--- config.mk ---
export PLATFORM = sky130hd
export DESIGN_NAME = pipelined_adder_sub
export DESIGN_NICKNAME = d
export VERILOG_FILES = /design/src/rtl/pipelined_adder_sub.sv
export SDC_FILE = /design/constraint.sdc
export NUM_CORES = 1
export LEC_CHECK = 0
export BUFFER_PORTS_ARGS = -buffer_cell sky130_fd_sc_hd__buf_2
export CORE_MARGIN = 2
export CORE_UTILIZATION = 52
export CTS_CLUSTER_SIZE = 10
export DETAILED_ROUTE_END_ITERATION = 16
export PLACE_DENSITY = 0.85
export SLEW_MARGIN = 20
export SYNTH_ARGS = -nofsm -noshare
export SYNTH_HDL_FRONTEND = slang
export SYNTH_SLANG_ARGS = --single-unit
--- constraint.sdc ---
create_clock -name clk -period 7.03 [get_ports clk]
set_clock_uncertainty 0.2 [all_clocks]
set_input_delay 1.7575 -clock clk [delete_from_list [all_inputs] [get_ports clk]]
set_output_delay 1.7575 -clock clk [all_outputs]
set_load 0.01 [all_outputs]
--- src/rtl/pipelined_adder_sub.sv ---
// Pipelined two's-complement adder/subtractor: a WIDTH-bit ripple add split into
// STAGES registered slices, with a valid/ready handshake on both sides.
module pipelined_adder_sub #(
   parameter int WIDTH  = 32,
   parameter int STAGES = 4
) (
   input  logic             clk,
   input  logic             rst,
   input  logic             in_valid,
   output logic             in_ready,
   input  logic [WIDTH-1:0] a,
   input  logic [WIDTH-1:0] b,
   input  logic             cin,
   input  logic             sub,
   output logic             out_valid,
   input  logic             out_ready,
   output logic [WIDTH-1:0] sum,
   output logic             cout,
   output logic             ovf
);
   localparam int SLICE = WIDTH / STAGES;
   localparam int LAST  = STAGES - 1;

   // stage registers: skewed operands, deskewed partial sum, carry into next slice
   logic [STAGES-1:0]            vld;
   logic [STAGES-1:0][WIDTH-1:0] a_q, b_q, s_q;
   logic [STAGES-1:0]            c_q;
   logic                         ovf_q;

   logic [STAGES:0]              rdy;
   logic [STAGES-1:0][WIDTH-1:0] a_in, b_in, s_in, s_nxt;
   logic [STAGES-1:0]            c_in, v_in, c_nxt;
   logic                         ovf_nxt;

   // a stage may load when it is empty or its contents move on this edge
   always_comb begin
      rdy         = '0;
      rdy[STAGES] = out_ready;
      for (int k = STAGES-1; k >= 0; k--)
         rdy[k] = !vld[k] || rdy[k+1];
   end

   always_comb begin
      a_in    = '0;
      b_in    = '0;
      s_in    = '0;
      c_in    = '0;
      v_in    = '0;
      a_in[0] = a;
      b_in[0] = sub ? ~b : b;
      c_in[0] = sub | cin;
      v_in[0] = in_valid;
      for (int k = 1; k < STAGES; k++) begin
         a_in[k] = a_q[k-1];
         b_in[k] = b_q[k-1];
         s_in[k] = s_q[k-1];
         c_in[k] = c_q[k-1];
         v_in[k] = vld[k-1];
      end
   end

   always_comb begin
      logic [SLICE:0] part;
      part  = '0;
      s_nxt = s_in;
      c_nxt = '0;
      for (int k = 0; k < STAGES; k++) begin
         part = {1'b0, a_in[k][k*SLICE +: SLICE]} + {1'b0, b_in[k][k*SLICE +: SLICE]}
              + (SLICE+1)'(c_in[k]);
         s_nxt[k][k*SLICE +: SLICE] = part[SLICE-1:0];
         c_nxt[k] = part[SLICE];
      end
   end

   // the MSB slice lives in the last stage, so overflow is resolved there
   assign ovf_nxt = (a_in[LAST][WIDTH-1] == b_in[LAST][WIDTH-1]) &&
                    (s_nxt[LAST][WIDTH-1] != a_in[LAST][WIDTH-1]);

   always_ff @(posedge clk or posedge rst) begin
      if (rst) begin
         vld   <= '0;
         a_q   <= '0;
         b_q   <= '0;
         s_q   <= '0;
         c_q   <= '0;
         ovf_q <= 1'b0;
      end else begin
         for (int k = 0; k < STAGES; k++) begin
            if (rdy[k]) begin
               vld[k] <= v_in[k];
               if (v_in[k]) begin
                  a_q[k] <= a_in[k];
                  b_q[k] <= b_in[k];
                  s_q[k] <= s_nxt[k];
                  c_q[k] <= c_nxt[k];
               end
            end
         end
         if (rdy[LAST] && v_in[LAST])
            ovf_q <= ovf_nxt;
      end
   end

   assign in_ready  = rdy[0];
   assign out_valid = vld[LAST];
   assign sum       = s_q[LAST];
   assign cout      = c_q[LAST];
   assign ovf       = ovf_q;

endmodule

==> flow_summary.html <==
<table>
<tr><th>Metric</th><th>Value</th></tr>
<tr><th colspan="2">Outcome</th></tr>
<tr><td>Run status</td><td>completed</td></tr>
<tr><th colspan="2">Final layout</th></tr>
<tr><td>Ratio of cells with drive above 1 in the final layout</td><td>approximately 36%</td></tr>
<tr><td>Number of nets in the finished design</td><td>between 800 and 900</td></tr>
<tr><td>Antenna cell count</td><td>0</td></tr>
<tr><td>Layout overhead on the synthesized area</td><td>14.6%</td></tr>
<tr><th colspan="2">Floorplanning</th></tr>
<tr><td>Row cnt</td><td>46</td></tr>
<tr><td>Die Ht</td><td>~130 um</td></tr>
<tr><td>Initial standard-cell utilization of the core</td><td>approximately 53%</td></tr>
<tr><td>Die area</td><td>roughly 0.017 mm2</td></tr>
<tr><td>Area of the core</td><td>roughly 0.016 mm2</td></tr>
<tr><td>Die width</td><td>around 130 um</td></tr>
<tr><td>Number of top-level pins</td><td>around 110</td></tr>
<tr><th colspan="2">Yosys</th></tr>
<tr><td>FFs w/ async S/R, synth</td><td>100%</td></tr>
<tr><td>Flop and latch count out of synthesis</td><td>roughly 190</td></tr>
<tr><td>Post-synth top area cell</td><td>sky130_fd_sc_hd__dfrtp_1</td></tr>
<tr><td>Cell types occupying the most area after synthesis</td><td>sky130_fd_sc_hd__dfrtp_1 55%, sky130_fd_sc_hd__mux2_2 17%, sky130_fd_sc_hd__ha_1 4.2%</td></tr>
<tr><td>Cell area after technology mapping</td><td>0.00835 mm2</td></tr>
<tr><td>Gate Count Post-Synth</td><td>652</td></tr>
<tr><td>Post-synthesis sequential area ratio</td><td>roughly 55%</td></tr>
<tr><td>Net count after synthesis</td><td>758</td></tr>
<tr><td>Cell with the most instances after synthesis</td><td>sky130_fd_sc_hd__dfrtp_1</td></tr>
<tr><td>Number of enable-type register cells in the synthesized netlist</td><td>0</td></tr>
<tr><td>Most used flip-flop cell after synthesis</td><td>sky130_fd_sc_hd__dfrtp_1</td></tr>
<tr><td>Count of unique library cells instantiated by Yosys</td><td>40</td></tr>
<tr><td>Warnings, synthesis</td><td>0</td></tr>
<tr><td>Fraction of post-synthesis cell area in the top cell type by area</td><td>55.4%</td></tr>
<tr><td>Average instance area after synthesis</td><td>roughly 13 um2</td></tr>
<tr><td>Top cell types by occurrence after synthesis</td><td>185 x sky130_fd_sc_hd__dfrtp_1, 126 x sky130_fd_sc_hd__mux2_2, 63 x sky130_fd_sc_hd__nand2_1, 58 x sky130_fd_sc_hd__o21ai_0</td></tr>
<tr><th colspan="2">Global route</th></tr>
<tr><td>Global-route usage over all layers</td><td>19.2%</td></tr>
<tr><td>Met3 Resource Use GR</td><td>3.99%</td></tr>
<tr><td>Met2 usage</td><td>31.4%</td></tr>
<tr><td>Vias in the first global route</td><td>5162</td></tr>
<tr><td>GR Layer Usage met1</td><td>between 20% and 30%</td></tr>
<tr><td>Initial antenna violation count</td><td>0</td></tr>
<tr><td>Busiest layer in global routing</td><td>met2</td></tr>
<tr><td>Wire length of the first global-routing pass</td><td>~25000 um</td></tr>
<tr><td>Maximum number of pins on one net before global-route repair</td><td>90</td></tr>
<tr><td>Gr ovfl total</td><td>0</td></tr>
<tr><th colspan="2">Detailed routing</th></tr>
<tr><td>Total wire length</td><td>15400 um</td></tr>
<tr><td>Remaining antenna violation count after routing</td><td>0</td></tr>
<tr><td>DRC violation total after the first TritonRoute iteration</td><td>260</td></tr>
<tr><td>Drt pass-1 iters</td><td>4</td></tr>
<tr><td>Vias per std cell</td><td>between 5 and 6</td></tr>
<tr><td>Avg WL per Cell</td><td>~16 um</td></tr>
<tr><td>Total via count after detailed routing</td><td>roughly 5100</td></tr>
<tr><td>DRC viols</td><td>0</td></tr>
<tr><th colspan="2">Timing</th></tr>
<tr><td>Fin worst setup slack</td><td>roughly 2.4 ns</td></tr>
<tr><td>Fmax achieved</td><td>215 MHz</td></tr>
<tr><td>RSZ-0062 raised after global routing</td><td>no</td></tr>
<tr><td>Final setup vio count</td><td>0</td></tr>
<tr><td>Total negative setup slack</td><td>0 ns</td></tr>
<tr><td>Worst slew margin</td><td>~28%</td></tr>
<tr><td>Min Tclk post-route</td><td>4.65 ns</td></tr>
<tr><td>Final worst hold slack</td><td>approximately 0.27 ns</td></tr>
<tr><td>Final hold vios</td><td>0</td></tr>
<tr><td>Number of max-slew violations in the final report</td><td>0</td></tr>
<tr><td>Worst-margin pin slew</td><td>between 1 and 1.5 ns</td></tr>
<tr><td>Tcrit/Tclk final</td><td>66.2%</td></tr>
<tr><th colspan="2">Setup path</th></tr>
<tr><td>Element type at the critical path end</td><td>output port</td></tr>
<tr><td>Critical path peak fanout</td><td>4</td></tr>
<tr><td>Register-to-Register Path Depth</td><td>7</td></tr>
<tr><td>Destination of the worst register-to-register timing path</td><td>s_in[116]</td></tr>
<tr><td>Startpoint of the worst setup timing path</td><td>out_ready</td></tr>
<tr><td>Setup slack of the most critical reg-to-reg path</td><td>approximately 4.5 ns</td></tr>
<tr><td>Setup Crit Path Kind</td><td>primary input to output port</td></tr>
<tr><td>Critical path endpoint</td><td>in_ready</td></tr>
<tr><td>Arrival time of data at the critical path endpoint</td><td>around 2.7 ns</td></tr>
<tr><td>Startpoint of the worst register-to-register path</td><td>a_in[80]</td></tr>
<tr><td>Required time of the critical path</td><td>5.07 ns</td></tr>
<tr><td>Element type at the critical path start</td><td>primary input</td></tr>
<tr><th colspan="2">Placement</th></tr>
<tr><td>Placed wire-length estimate</td><td>10400 um</td></tr>
<tr><td>Total of buffers placed on input and output ports</td><td>between 100 and 150</td></tr>
<tr><td>Final RePlAce weighted congestion</td><td>roughly 0.82</td></tr>
<tr><td>Placement Setup Slack</td><td>2.25 ns</td></tr>
<tr><th colspan="2">Flow run</th></tr>
<tr><td>Count of max-cap constraint violations</td><td>0</td></tr>
<tr><th colspan="2">Power</th></tr>
<tr><td>Cell Pwr Density</td><td>just under 400 mW/mm2</td></tr>
<tr><td>Leakage power of the design</td><td>about 4.4 nW</td></tr>
<tr><td>Max IR drop VDD</td><td>~0.00018 V</td></tr>
<tr><th colspan="2">Clock tree</th></tr>
<tr><td>CTS Buf Count</td><td>17</td></tr>
<tr><td>Maximum clock path buffer count</td><td>2</td></tr>
<tr><td>Clock latency on the worst-skew pair</td><td>roughly 0.43 ns</td></tr>
<tr><td>Number of gates given a new drive strength after cts</td><td>0</td></tr>
<tr><td>Number of buffers added for setup after CTS</td><td>0</td></tr>
<tr><td>Clock Tree Root</td><td>sky130_fd_sc_hd__clkbuf_16</td></tr>
<tr><td>Clk sink count</td><td>~190</td></tr>
<tr><td>CTS tree</td><td>done</td></tr>
<tr><td>Clk slew on worst S/H paths</td><td>0.07 ns</td></tr>
<tr><td>Maximum level of the CTS H-tree</td><td>4</td></tr>
<tr><td>Cts hold-fix bufs</td><td>0</td></tr>
<tr><th colspan="2">Worst hold path</th></tr>
<tr><td>Type of the tightest min-delay check</td><td>register to register</td></tr>
<tr><td>Min-Delay Path Depth</td><td>2</td></tr>
</table>
==> worst min path at each step <==
stage                           to  startpoint
after floorplan             vld[1]      vld[0]
after global placement    b_in[49]    b_in[49]
after detailed placement   sum[31]     sum[31]
after CTS                 b_in[61]    b_in[61]
after global routing        sum[8]      sum[8]
final                          ovf         ovf
==> critical path, cell delays in order <==
cell and delay [ns]:
sky130_fd_sc_hd__buf_2 0.11, sky130_fd_sc_hd__nand4b_1 0.24, sky130_fd_sc_hd__or2_1 0.39, sky130_fd_sc_hd__buf_2 0.20
==> report_power, final <==
| part | switching [mW] | internal, mW |
|---|---|---|
| combinational | 0.571 | 0.588 |
| clock | 0.418 | 0.494 |
| sequential | 0.208 | 1.44 |
| total | 1.20 | 2.52 |
==> cells by family after synthesis <==
| group | share of synthesized area, % |
|---|---|
| AND/OR/NAND/NOR | 5.54 |
| buffers and inverters | 2.77 |
| multiplexers | 17.0 |
| adder cells (fa/ha/maj) | 6.11 |
| flip-flops | 55.4 |
| XOR/XNOR | 5.56 |
| AO/OA/AOI/OAI | 7.60 |
==> cell usage in the layout, fill, tap and decap left out, drive strengths merged, types with 2 or more instances in the layout <==
| master | n |
|---|---|
| a21oi | 17 |
| xor2 | 25 |
| or2 | 2 |
| o21bai | 4 |
| nand2 | 64 |
| nor2 | 13 |
| fa | 8 |
| nand2b | 8 |
| o21ai | 58 |
| a211oi | 6 |
| buf | 108 |
| xnor2 | 28 |
| nand3 | 2 |
| nor2b | 2 |
| dfrtp | 185 |
| a31oi | 3 |
| clkbuf | 17 |
| ha | 28 |
| clkinv | 6 |
| mux2 | 126 |
| o31ai | 7 |
| a21o | 4 |
| o21a | 2 |
| nor3 | 9 |
| o211ai | 2 |
| inv | 17 |
| clkinvlp | 3 |
==> registers in the layout (all words and copies together), names as in the netlist <==
| name | count |
|---|---|
| b_in | 48 |
| ovf | 1 |
| s_in | 48 |
| c_q | 4 |
| a_in | 48 |
| vld | 4 |
| sum | 32 |
==> final cells by class <==
cell class | count | area, um2
Timing Repair Buffer | 108 | 548
Clock inverter | 15 | 141
Inverter | 12 | 50.0
Multi-Input combinational cell | 426 | 3500
Clock buffer | 17 | 425
Tap cell | 216 | 270
Fill cell | 1287 | 6200
Sequential cell | 185 | 4630
==> layer usage <==
layer | wire [um] | vias up
met2 | 7510 | 95
met3 | 543 | 31
met1 | 6950 | 2477
li1 | - | 2466
met5 | 0 | -
met4 | 434 | 0
==> through the flow <==
stage	power, mW	cells	instance area [um2]	util, %
after floorplan	2.48	652	8350	-
after global routing	3.98	979	9570	60.7
after detailed placement	2.82	947	9000	57.0
after CTS	3.76	979	9560	60.6
final	3.72	979	9570	60.7
after global placement	2.76	947	9000	57.0
Power figures use the tool's default switching activity.
